==> config.mk <==
export PLATFORM = sky130hd
export DESIGN_NAME = mcast_group_table_flat
export DESIGN_NICKNAME = d
export VERILOG_FILES = /design/src/rtl/mcast_group_table_pkg.sv /design/src/rtl/mcast_group_table_if.sv /design/src/rtl/mcast_group_table_group_match_enc.sv /design/src/rtl/mcast_group_table.sv /design/src/flat_wrapper.sv
export SDC_FILE = /design/constraint.sdc
export NUM_CORES = 2
export LEC_CHECK = 0
export BUFFER_PORTS_ARGS = -buffer_cell sky130_fd_sc_hd__buf_2
export CORE_MARGIN = 2
export CORE_UTILIZATION = 55
export DETAILED_ROUTE_END_ITERATION = 10
export GPL_ROUTABILITY_DRIVEN = 0
export PLACE_DENSITY = 0.77
export SLEW_MARGIN = 5
export SYNTH_ARGS = -nofsm -noshare
export SYNTH_HDL_FRONTEND = slang
export SYNTH_SLANG_ARGS = --single-unit
==> constraint.sdc <==
create_clock -name clk -period 2.8 [get_ports clk]
set_input_delay 0.14 -clock clk [delete_from_list [all_inputs] [get_ports clk]]
set_output_delay 0.14 -clock clk [all_outputs]
set_load 0.05 [all_outputs]
==> src/rtl/mcast_group_table_pkg.sv <==
// mcast_group_table_pkg
// Shared types and constants for the multicast group table.
//   ADDR_WIDTH     - width of fabric addresses classified by the table
//   GROUP_ID_BITS  - width of a group id on the lookup and config paths
//   HIT_CNT_WIDTH  - width of the optional per-entry hit counters
//   cfg_op_e       - runtime config command encoding
package mcast_group_table_pkg;

    localparam int ADDR_WIDTH    = 32;
    localparam int GROUP_ID_BITS = 4;
    localparam int HIT_CNT_WIDTH = 16;

    typedef enum logic [1:0] {
        CFG_WRITE      = 2'd0,
        CFG_INVALIDATE = 2'd1,
        CFG_READ       = 2'd2,
        CFG_RSVD       = 2'd3
    } cfg_op_e;

endpackage

==> src/rtl/mcast_group_table_if.sv <==
// mcast_group_table_if
// Bundles the lookup, result and config channels of the multicast group table.
//   lookup_*  : request from command decode (valid/ready)
//   result_*, member_mask, group_id, is_multicast_addr : registered result (valid/ready)
//   cfg_*     : single-cycle config strobe and WRITE payload
//   cfg_rd_*  : read-back data, cfg_rd_valid pulses one cycle
// modport master drives requests/config; modport slave is the table.
interface mcast_group_table_if #(
    parameter int NUM_PORTS = 4
);
    import mcast_group_table_pkg::*;

    logic                     lookup_valid;
    logic                     lookup_ready;
    logic [ADDR_WIDTH-1:0]    lookup_addr;

    logic                     result_valid;
    logic                     result_ready;
    logic [NUM_PORTS-1:0]     member_mask;
    logic [GROUP_ID_BITS-1:0] group_id;
    logic                     is_multicast_addr;

    logic                     cfg_valid;
    cfg_op_e                  cfg_op;
    logic [GROUP_ID_BITS-1:0] cfg_group_id;
    logic [ADDR_WIDTH-1:0]    cfg_base_addr;
    logic [ADDR_WIDTH-1:0]    cfg_addr_mask;
    logic [NUM_PORTS-1:0]     cfg_member_mask;

    logic                     cfg_rd_valid;
    logic [ADDR_WIDTH-1:0]    cfg_rd_base;
    logic [ADDR_WIDTH-1:0]    cfg_rd_mask;
    logic [NUM_PORTS-1:0]     cfg_rd_members;
    logic                     cfg_rd_entry_valid;
    logic [HIT_CNT_WIDTH-1:0] cfg_rd_hits;

    modport master (
        output lookup_valid, lookup_addr, result_ready,
        output cfg_valid, cfg_op, cfg_group_id, cfg_base_addr, cfg_addr_mask, cfg_member_mask,
        input  lookup_ready, result_valid, member_mask, group_id, is_multicast_addr,
        input  cfg_rd_valid, cfg_rd_base, cfg_rd_mask, cfg_rd_members, cfg_rd_entry_valid, cfg_rd_hits
    );

    modport slave (
        input  lookup_valid, lookup_addr, result_ready,
        input  cfg_valid, cfg_op, cfg_group_id, cfg_base_addr, cfg_addr_mask, cfg_member_mask,
        output lookup_ready, result_valid, member_mask, group_id, is_multicast_addr,
        output cfg_rd_valid, cfg_rd_base, cfg_rd_mask, cfg_rd_members, cfg_rd_entry_valid, cfg_rd_hits
    );

endinterface

==> src/rtl/mcast_group_table_group_match_enc.sv <==
// group_match_enc
// Combinational priority encoder for the table match vector.
//   match_i     - one bit per entry, set when that entry matches
//   any_match_o - at least one entry matched
//   idx_o       - lowest matching index (0 when nothing matched)
module group_match_enc #(
    parameter int NUM_GROUPS = 8,
    parameter int IDX_W      = $clog2(NUM_GROUPS)
) (
    input  logic [NUM_GROUPS-1:0] match_i,
    output logic                  any_match_o,
    output logic [IDX_W-1:0]      idx_o
);

    // Scan from the top down so the lowest set bit is the last one written.
    always_comb begin
        any_match_o = |match_i;
        idx_o       = '0;
        for (int i = NUM_GROUPS - 1; i >= 0; i--) begin
            if (match_i[i]) begin
                idx_o = IDX_W'(i);
            end
        end
    end

endmodule

==> src/rtl/mcast_group_table.sv <==
// mcast_group_table
// Maps a LOAD_REDUCE / STORE_MC address to a participant node mask and group
// id through a one-stage registered lookup, with runtime WRITE / INVALIDATE /
// READ of table entries.
//   clk, rst_n : clock, asynchronous active-low reset
//   bus        : mcast_group_table_if.slave (lookup, result, config, read-back)
// Optional build macro MCAST_HIT_CNT_EN adds a 16-bit saturating hit counter
// per entry; without it cfg_rd_hits reads as zero.
module mcast_group_table
    import mcast_group_table_pkg::*;
#(
    parameter int                    NUM_PORTS    = 4,
    parameter int                    NUM_GROUPS   = 8,
    parameter int                    NODE_SEL_LSB = 12,
    parameter logic [ADDR_WIDTH-1:0] GROUP0_BASE  = 32'h1000_0000,
    parameter logic [ADDR_WIDTH-1:0] GROUP0_MASK  = 32'hF000_0000,
    parameter logic [ADDR_WIDTH-1:0] GROUP1_BASE  = 32'h2000_0000,
    parameter logic [ADDR_WIDTH-1:0] GROUP1_MASK  = 32'hF000_0000,
    parameter logic [ADDR_WIDTH-1:0] GROUP2_BASE  = 32'h3000_0000,
    parameter logic [ADDR_WIDTH-1:0] GROUP2_MASK  = 32'hF000_0000
) (
    input  logic              clk,
    input  logic              rst_n,
    mcast_group_table_if.slave bus
);

    localparam int IDX_W = $clog2(NUM_GROUPS);
    localparam int SEL_W = $clog2(NUM_PORTS);
    localparam int HALF  = NUM_PORTS / 2;
    localparam logic [NUM_PORTS-1:0] LOW_HALF  = {{HALF{1'b0}}, {HALF{1'b1}}};
    localparam logic [NUM_PORTS-1:0] HIGH_HALF = ~LOW_HALF;

    // The member vector width follows NUM_PORTS, so the entry type lives here.
    typedef struct packed {
        logic                  valid;
        logic [ADDR_WIDTH-1:0] base;
        logic [ADDR_WIDTH-1:0] mask;
        logic [NUM_PORTS-1:0]  members;
    } group_entry_t;

    function automatic group_entry_t resetEntry(input int idx);
        group_entry_t e;
        e = '0;
        case (idx)
            0: begin e.valid = 1'b1; e.base = GROUP0_BASE; e.mask = GROUP0_MASK; e.members = '1;        end
            1: begin e.valid = 1'b1; e.base = GROUP1_BASE; e.mask = GROUP1_MASK; e.members = LOW_HALF;  end
            2: begin e.valid = 1'b1; e.base = GROUP2_BASE; e.mask = GROUP2_MASK; e.members = HIGH_HALF; end
            default: ;
        endcase
        return e;
    endfunction

    group_entry_t              entries_q [NUM_GROUPS];
    group_entry_t              entries_d [NUM_GROUPS];
    logic [NUM_GROUPS-1:0]     matchVec;
    logic                      anyMatch;
    logic [IDX_W-1:0]          matchIdx;
    logic [SEL_W-1:0]          nodeSel;
    logic [NUM_PORTS-1:0]      missMask;
    logic                      accept;
    logic                      cfgInRange;
    logic [IDX_W-1:0]          cfgIdx;
    logic                      cfgWrite;
    logic                      cfgInval;
    logic                      cfgRead;
    logic [HIT_CNT_WIDTH-1:0]  rdHitsSel;

    logic                      resValid_q;
    logic [NUM_PORTS-1:0]      resMask_q;
    logic [GROUP_ID_BITS-1:0]  resId_q;
    logic                      resMc_q;

    logic                      rdValid_q;
    logic [ADDR_WIDTH-1:0]     rdBase_q;
    logic [ADDR_WIDTH-1:0]     rdMask_q;
    logic [NUM_PORTS-1:0]      rdMembers_q;
    logic                      rdEntryValid_q;
    logic [HIT_CNT_WIDTH-1:0]  rdHits_q;

    // Ready depends only on the output register and the downstream ready,
    // never on lookup_valid, so there is no valid->ready combinational path.
    assign bus.lookup_ready = !resValid_q || bus.result_ready;
    assign accept           = bus.lookup_valid && bus.lookup_ready;

    assign nodeSel  = bus.lookup_addr[NODE_SEL_LSB +: SEL_W];
    assign missMask = {{(NUM_PORTS-1){1'b0}}, 1'b1} << nodeSel;

    // Out-of-range ids are filtered here so writes/invalidates become no-ops.
    assign cfgInRange = (32'(bus.cfg_group_id) < NUM_GROUPS);
    assign cfgIdx     = bus.cfg_group_id[IDX_W-1:0];
    assign cfgWrite   = bus.cfg_valid && (bus.cfg_op == CFG_WRITE) && cfgInRange;
    assign cfgInval   = bus.cfg_valid && (bus.cfg_op == CFG_INVALIDATE) && cfgInRange;
    assign cfgRead    = bus.cfg_valid && (bus.cfg_op == CFG_READ);

    // Matching looks at the registered table, so a same-cycle config update
    // only affects lookups accepted from the next cycle on.
    always_comb begin
        matchVec = '0;
        for (int i = 0; i < NUM_GROUPS; i++) begin
            matchVec[i] = entries_q[i].valid &&
                          ((bus.lookup_addr & entries_q[i].mask) == entries_q[i].base);
        end
    end

    group_match_enc #(
        .NUM_GROUPS (NUM_GROUPS),
        .IDX_W      (IDX_W)
    ) u_enc (
        .match_i     (matchVec),
        .any_match_o (anyMatch),
        .idx_o       (matchIdx)
    );

    // Next table state: WRITE replaces the whole entry, INVALIDATE only drops
    // the valid bit so a later READ still shows the old fields.
    always_comb begin
        for (int i = 0; i < NUM_GROUPS; i++) begin
            entries_d[i] = entries_q[i];
        end
        if (cfgWrite) begin
            entries_d[cfgIdx].valid   = 1'b1;
            entries_d[cfgIdx].base    = bus.cfg_base_addr;
            entries_d[cfgIdx].mask    = bus.cfg_addr_mask;
            entries_d[cfgIdx].members = bus.cfg_member_mask;
        end
        if (cfgInval) begin
            entries_d[cfgIdx].valid = 1'b0;
        end
    end

    // Table storage, restored to the parameter defaults on reset.
    always_ff @(posedge clk or negedge rst_n) begin
        if (!rst_n) begin
            for (int i = 0; i < NUM_GROUPS; i++) begin
                entries_q[i] <= resetEntry(i);
            end
        end else begin
            for (int i = 0; i < NUM_GROUPS; i++) begin
                entries_q[i] <= entries_d[i];
            end
        end
    end

`ifdef MCAST_HIT_CNT_EN
    logic [HIT_CNT_WIDTH-1:0] hitCnt_q [NUM_GROUPS];
    logic [HIT_CNT_WIDTH-1:0] hitCnt_d [NUM_GROUPS];

    // A WRITE clear is applied after the increment so it wins on a same-cycle hit.
    always_comb begin
        for (int i = 0; i < NUM_GROUPS; i++) begin
            hitCnt_d[i] = hitCnt_q[i];
            if (accept && anyMatch && (matchIdx == IDX_W'(i)) && (hitCnt_q[i] != '1)) begin
                hitCnt_d[i] = hitCnt_q[i] + HIT_CNT_WIDTH'(1);
            end
            if (cfgWrite && (cfgIdx == IDX_W'(i))) begin
                hitCnt_d[i] = '0;
            end
        end
    end

    // Hit counter registers.
    always_ff @(posedge clk or negedge rst_n) begin
        if (!rst_n) begin
            for (int i = 0; i < NUM_GROUPS; i++) begin
                hitCnt_q[i] <= '0;
            end
        end else begin
            for (int i = 0; i < NUM_GROUPS; i++) begin
                hitCnt_q[i] <= hitCnt_d[i];
            end
        end
    end

    assign rdHitsSel = cfgInRange ? hitCnt_d[cfgIdx] : '0;
`else
    assign rdHitsSel = '0;
`endif

    // Result register: loads on accept, otherwise drains on a handshake and
    // holds its fields while stalled.
    always_ff @(posedge clk or negedge rst_n) begin
        if (!rst_n) begin
            resValid_q <= 1'b0;
            resMask_q  <= '0;
            resId_q    <= '0;
            resMc_q    <= 1'b0;
        end else if (accept) begin
            resValid_q <= 1'b1;
            resMask_q  <= anyMatch ? entries_q[matchIdx].members : missMask;
            resId_q    <= anyMatch ? GROUP_ID_BITS'(matchIdx) : '0;
            resMc_q    <= anyMatch;
        end else if (bus.result_ready) begin
            resValid_q <= 1'b0;
        end
    end

    // Read-back capture uses next-state values so a same-cycle WRITE or
    // INVALIDATE is visible in the returned data.
    always_ff @(posedge clk or negedge rst_n) begin
        if (!rst_n) begin
            rdValid_q      <= 1'b0;
            rdBase_q       <= '0;
            rdMask_q       <= '0;
            rdMembers_q    <= '0;
            rdEntryValid_q <= 1'b0;
            rdHits_q       <= '0;
        end else begin
            rdValid_q <= cfgRead;
            if (cfgRead) begin
                rdHits_q <= rdHitsSel;
                if (cfgInRange) begin
                    rdBase_q       <= entries_d[cfgIdx].base;
                    rdMask_q       <= entries_d[cfgIdx].mask;
                    rdMembers_q    <= entries_d[cfgIdx].members;
                    rdEntryValid_q <= entries_d[cfgIdx].valid;
                end else begin
                    rdBase_q       <= '0;
                    rdMask_q       <= '0;
                    rdMembers_q    <= '0;
                    rdEntryValid_q <= 1'b0;
                end
            end
        end
    end

    assign bus.result_valid       = resValid_q;
    assign bus.member_mask        = resMask_q;
    assign bus.group_id           = resId_q;
    assign bus.is_multicast_addr  = resMc_q;
    assign bus.cfg_rd_valid       = rdValid_q;
    assign bus.cfg_rd_base        = rdBase_q;
    assign bus.cfg_rd_mask        = rdMask_q;
    assign bus.cfg_rd_members     = rdMembers_q;
    assign bus.cfg_rd_entry_valid = rdEntryValid_q;
    assign bus.cfg_rd_hits        = rdHits_q;

endmodule

==> src/flat_wrapper.sv <==
// flat-port wrapper written by rule: the top's interface ports become plain ports
module mcast_group_table_flat import mcast_group_table_pkg::*;
#(
    parameter int                    NUM_PORTS    = 4,
    parameter int                    NUM_GROUPS   = 8,
    parameter int                    NODE_SEL_LSB = 12,
    parameter logic [ADDR_WIDTH-1:0] GROUP0_BASE  = 32'h1000_0000,
    parameter logic [ADDR_WIDTH-1:0] GROUP0_MASK  = 32'hF000_0000,
    parameter logic [ADDR_WIDTH-1:0] GROUP1_BASE  = 32'h2000_0000,
    parameter logic [ADDR_WIDTH-1:0] GROUP1_MASK  = 32'hF000_0000,
    parameter logic [ADDR_WIDTH-1:0] GROUP2_BASE  = 32'h3000_0000,
    parameter logic [ADDR_WIDTH-1:0] GROUP2_MASK  = 32'hF000_0000
)
  (clk, rst_n, bus_lookup_valid, bus_lookup_addr, bus_result_ready, bus_cfg_valid, bus_cfg_op, bus_cfg_group_id, bus_cfg_base_addr, bus_cfg_addr_mask, bus_cfg_member_mask, bus_lookup_ready, bus_result_valid, bus_member_mask, bus_group_id, bus_is_multicast_addr, bus_cfg_rd_valid, bus_cfg_rd_base, bus_cfg_rd_mask, bus_cfg_rd_members, bus_cfg_rd_entry_valid, bus_cfg_rd_hits);
  mcast_group_table_if #(.NUM_PORTS(NUM_PORTS)) bus_i ();
  input  logic clk;
  input  logic rst_n;
  input wire logic [$bits(bus_i.lookup_valid)-1:0] bus_lookup_valid;
  input wire logic [$bits(bus_i.lookup_addr)-1:0] bus_lookup_addr;
  input wire logic [$bits(bus_i.result_ready)-1:0] bus_result_ready;
  input wire logic [$bits(bus_i.cfg_valid)-1:0] bus_cfg_valid;
  input wire logic [$bits(bus_i.cfg_op)-1:0] bus_cfg_op;
  input wire logic [$bits(bus_i.cfg_group_id)-1:0] bus_cfg_group_id;
  input wire logic [$bits(bus_i.cfg_base_addr)-1:0] bus_cfg_base_addr;
  input wire logic [$bits(bus_i.cfg_addr_mask)-1:0] bus_cfg_addr_mask;
  input wire logic [$bits(bus_i.cfg_member_mask)-1:0] bus_cfg_member_mask;
  output wire logic [$bits(bus_i.lookup_ready)-1:0] bus_lookup_ready;
  output wire logic [$bits(bus_i.result_valid)-1:0] bus_result_valid;
  output wire logic [$bits(bus_i.member_mask)-1:0] bus_member_mask;
  output wire logic [$bits(bus_i.group_id)-1:0] bus_group_id;
  output wire logic [$bits(bus_i.is_multicast_addr)-1:0] bus_is_multicast_addr;
  output wire logic [$bits(bus_i.cfg_rd_valid)-1:0] bus_cfg_rd_valid;
  output wire logic [$bits(bus_i.cfg_rd_base)-1:0] bus_cfg_rd_base;
  output wire logic [$bits(bus_i.cfg_rd_mask)-1:0] bus_cfg_rd_mask;
  output wire logic [$bits(bus_i.cfg_rd_members)-1:0] bus_cfg_rd_members;
  output wire logic [$bits(bus_i.cfg_rd_entry_valid)-1:0] bus_cfg_rd_entry_valid;
  output wire logic [$bits(bus_i.cfg_rd_hits)-1:0] bus_cfg_rd_hits;
  assign bus_i.lookup_valid = bus_lookup_valid;
  assign bus_i.lookup_addr = bus_lookup_addr;
  assign bus_i.result_ready = bus_result_ready;
  assign bus_i.cfg_valid = bus_cfg_valid;
  assign bus_i.cfg_op = bus_cfg_op;
  assign bus_i.cfg_group_id = bus_cfg_group_id;
  assign bus_i.cfg_base_addr = bus_cfg_base_addr;
  assign bus_i.cfg_addr_mask = bus_cfg_addr_mask;
  assign bus_i.cfg_member_mask = bus_cfg_member_mask;
  assign bus_lookup_ready = bus_i.lookup_ready;
  assign bus_result_valid = bus_i.result_valid;
  assign bus_member_mask = bus_i.member_mask;
  assign bus_group_id = bus_i.group_id;
  assign bus_is_multicast_addr = bus_i.is_multicast_addr;
  assign bus_cfg_rd_valid = bus_i.cfg_rd_valid;
  assign bus_cfg_rd_base = bus_i.cfg_rd_base;
  assign bus_cfg_rd_mask = bus_i.cfg_rd_mask;
  assign bus_cfg_rd_members = bus_i.cfg_rd_members;
  assign bus_cfg_rd_entry_valid = bus_i.cfg_rd_entry_valid;
  assign bus_cfg_rd_hits = bus_i.cfg_rd_hits;
  mcast_group_table #(.NUM_PORTS(NUM_PORTS), .NUM_GROUPS(NUM_GROUPS), .NODE_SEL_LSB(NODE_SEL_LSB), .GROUP0_BASE(GROUP0_BASE), .GROUP0_MASK(GROUP0_MASK), .GROUP1_BASE(GROUP1_BASE), .GROUP1_MASK(GROUP1_MASK), .GROUP2_BASE(GROUP2_BASE), .GROUP2_MASK(GROUP2_MASK)) u_core (.clk(clk), .rst_n(rst_n), .bus(bus_i));
endmodule
==> flow_metrics.tcl <==
set metrics [dict create \
    dp_hpwl_um 73900 \
    cts_tree "built" \
    fin_nets 3072 \
    syn2layout_area_growth_pct 20.5 \
    drt.antenna.violating_nets 0 \
    die_x_um 241 \
    drt-pass1-iter-count 8 \
    synth_compound_area_frac 0.132 \
    skew_ns 0.0300 \
    drtIter0Drc 3395 \
    cp-end-kind "flop" \
    vdd_drop_max_mv 0.445 \
    ys_top_cells_by_area "dfrtp_1 49%, mux2_2 20%, o22ai_1 4.2%" \
    viasPerCell 6.74 \
    fin_util 0.672 \
    period_share 1.15 \
    setup_viol 7 \
    coreArea_mm2 0.0553 \
    ys.warnings.count 0 \
    synth.most_common_cell "dfrtp_1" \
    grt_usage 0.384 \
    setup.worst_path.start_class "flop" \
    crit_type "flop to flop" \
    async_flop_share 1.00 \
    postSynthCellCount 2597 \
    grt.overflow.total 0 \
    ys_types 67 \
    synth_edf_count 0 \
    seq_area_frac_synth 0.513 \
    cp.required_ns 3.32 \
    hold_start "bus_cfg_valid" \
    wire_per_inst_um 29.6 \
    synth_top_area_frac 0.490 \
    drv_slew 0 \
    worstHoldPathCells 3 \
    worstHoldEndpoint "u_core.entries_q[206]" \
    clkLatencyLatePin_ns 0.63 \
    synth_top_cell_by_area "dfrtp_1" \
    cpMostUsedCell "buf_4" \
    dpl_worst_slack_ns -0.529 \
    reg2reg_depth 12 \
    h-tree-depth 3 \
    antenna_found_initial 6 \
    clk_pin_slew_ns 0.06 \
    rows 86 \
    arrival_ns 3.74 \
    grt_pass1_vias 26000 \
    drt-total-wl_um 111000 \
    layout_setup_ws_ns -0.419 \
    postSynthAreaPerCell_um2 11.9 \
    finalCriticalPeriod_ns 3.22 \
    cts_sinks 631 \
    synth_commonest_cells "604 x dfrtp_1, 549 x mux2_2, 209 x o22ai_1, 204 x nand2_1, 131 x xor2_1" \
    synthMuxAreaShare 0.203 \
    fillCellCount 4042 \
    leakagePower_nw 17.7 \
    synth_fa_ha_area_frac 0 \
    die-area_mm2 0.0580 \
    ys.flop_type "dfrtp_1" \
    power.density_mw_per_mm2 703 \
    synth_top_family_by_area "multiplexers" \
    timing.rr.end "u_core.bus.member_mask[2]" \
    synth_seq_cells 631 \
    cts-root-buf "clkbuf_16" \
    drc 0 \
    start_util 0.558 \
    vias 25400 \
    fmax_mhz 311 \
    synthXorXnorAreaFrac 0.0488 \
    worstPathCellList "and3_1, o22ai_1, and4b_1, nand4_1, buf_4, a2bb2oi_2, buf_4, nand2_1, buf_4, o41ai_1, o21ai_0, o21ai_1" \
    cp_slowest_cell "a2bb2oi_2" \
    reg2reg_slack_ns -0.42 \
    rsz0062_at_grt "true" \
    r2r-start "u_core.entries_q[273]" \
    violations "setup timing" \
    pin_count 208 \
    slowest_delay_ns 0.45 \
    cts_buffer_depth 3 \
    yosys.area_share.simple 0.0761 \
    port_buffers 190 \
    critPathMaxFanout 4 \
    tightest_slew_ns 1.10 \
    drive_above_1_share 0.397 \
    numCtsBuffers 67 \
    status "complete, but fails checks" \
    grt_max_degree 86 \
    die_y_um 241 \
    max_cap_violations 0 \
    relSlewSlack 0.267 \
    min_path_type "input port to flop" \
    grt_pass1_wl_um 165000 \
    syn-cell-area_mm2 0.0308 \
    hold_violations 0 \
]
-- through the flow --
step	instances	setup TNS, ns	instance area, µm²	hold slack [ns]	total power, mW
after floorplan	2613	-0.0308	30900	-0.156	14.3
after global placement	3564	-1.79	34000	0.230	16.7
after detailed placement	3564	-2.44	34000	0.236	16.9
after CTS	3758	-1.30	37100	0.0279	25.9
after global routing	3760	-2.10	37100	0.0861	26.8
final	3764	-1.69	37200	0.103	26.1
-- worst max-delay path by stage --
stage	startpoint	to	slack, ns	depth (start not counted)
after floorplan	u_core.entries_q[95]	u_core.bus.member_mask[1]	-0.02	11
after global placement	u_core.entries_q[73]	u_core.bus.member_mask[3]	-0.43	11
after detailed placement	u_core.entries_q[36]	u_core.bus.member_mask[3]	-0.53	12
after CTS	u_core.entries_q[311]	u_core.bus.member_mask[2]	-0.35	12
after global routing	u_core.entries_q[289]	u_core.bus.member_mask[2]	-0.46	13
final	u_core.entries_q[273]	u_core.bus.member_mask[2]	-0.42	12
-- sequential cells by signal, summed over array words and instances (netlist names) --
signal / count
u_core.bus.cfg_rd_base: 32
u_core.bus.cfg_rd_entry_valid: 1
u_core.bus.cfg_rd_mask: 32
u_core.bus.cfg_rd_members: 4
u_core.bus.cfg_rd_valid: 1
u_core.bus.group_id: 3
u_core.bus.is_multicast_addr: 1
u_core.bus.member_mask: 4
u_core.bus.result_valid: 1
u_core.entries_q: 552
-- cells in the final DEF, fill, tap and decap left out, drive strengths merged, types with 4 or more instances in the layout --
cell type	synthesis	routed
clkbuf	119	103
a21boi	17	17
o22ai	209	209
nor4	15	15
buf	70	395
dfstp	27	27
nand4	36	36
a22o	72	72
and3	42	42
o21ba	68	68
or3	6	6
mux2i	5	5
diode	0	6
xor2	131	131
clkinv	1	14
dlygate4sd3	0	72
nand2b	4	4
or4	4	4
inv	3	4
mux2	552	552
nand3	33	33
xnor2	41	41
a21oi	41	41
and3b	18	18
a211oi	17	17
o22a	16	16
a21o	18	18
conb	1	17
nand2	205	205
nor2	10	10
nand3b	6	6
dfrtp	604	604
o21ai	91	92
nor3	78	78
-- routing by layer --
layer | GRT usage | vias to the layer above | part of all wire | wire length (µm)
li1 | - | 10300 | - | -
met1 | 0.491 | 12900 | 0.37 | 41200
met2 | 0.576 | 1773 | 0.44 | 49400
met3 | 0.107 | 416 | 0.12 | 12800
met4 | 0.248 | 4 | 0.070 | 7760
met5 | 0.0101 | - | 0.00082 | 91
-- cells by family (layout without fill, tap and decap cells) --
kind of cell	count (synthesis)	after routing
and+or+nand+nor	468	468
other	1	23
buffers and inverters	193	589
xor gates and xnor gates	172	172
muxes	557	557
DFF	631	631
AOI/OAI and AO/OA	575	576
-- power by group --
| group | internal [mW] | switching (mW) |
|---|---|---|
| clock network | 5.14 | 3.74 |
| logic | 2.43 | 3.57 |
| registers | 10.4 | 0.882 |
| total | 17.9 | 8.20 |
-- timing repair --
action                                  CTS  global route
gates cloned                              1             0
endpoints found under the setup margin    6             7
setup buffers                             4             1
hold buffers                             72             0
pin swaps                                16             6
gates resized for setup                  33             4
endpoints found under the hold margin   617             0
-- worst max-delay path: cells and delay by family (launching register included) --
family	cells	cell delay, ns
simple gates	4	0.75
flops	1	0.40
buf+inv	3	0.52
compound gates	5	1.47
-- layout make-up --
class | count | area (µm²) | share of cell area
repair buffers | 467 | 3680 | 0.0990
multi-input cells | 1790 | 14500 | 0.391
clock buffers | 103 | 2090 | 0.0562
inverters | 4 | 15.0 | 0.000404
diodes | 6 | 15.0 | 0.000404
clock inverters | 15 | 81.3 | 0.00219
flip-flops and latches | 631 | 15800 | 0.426
well taps | 748 | 936 | 0.0252
(Power assumes the default switching activity.)
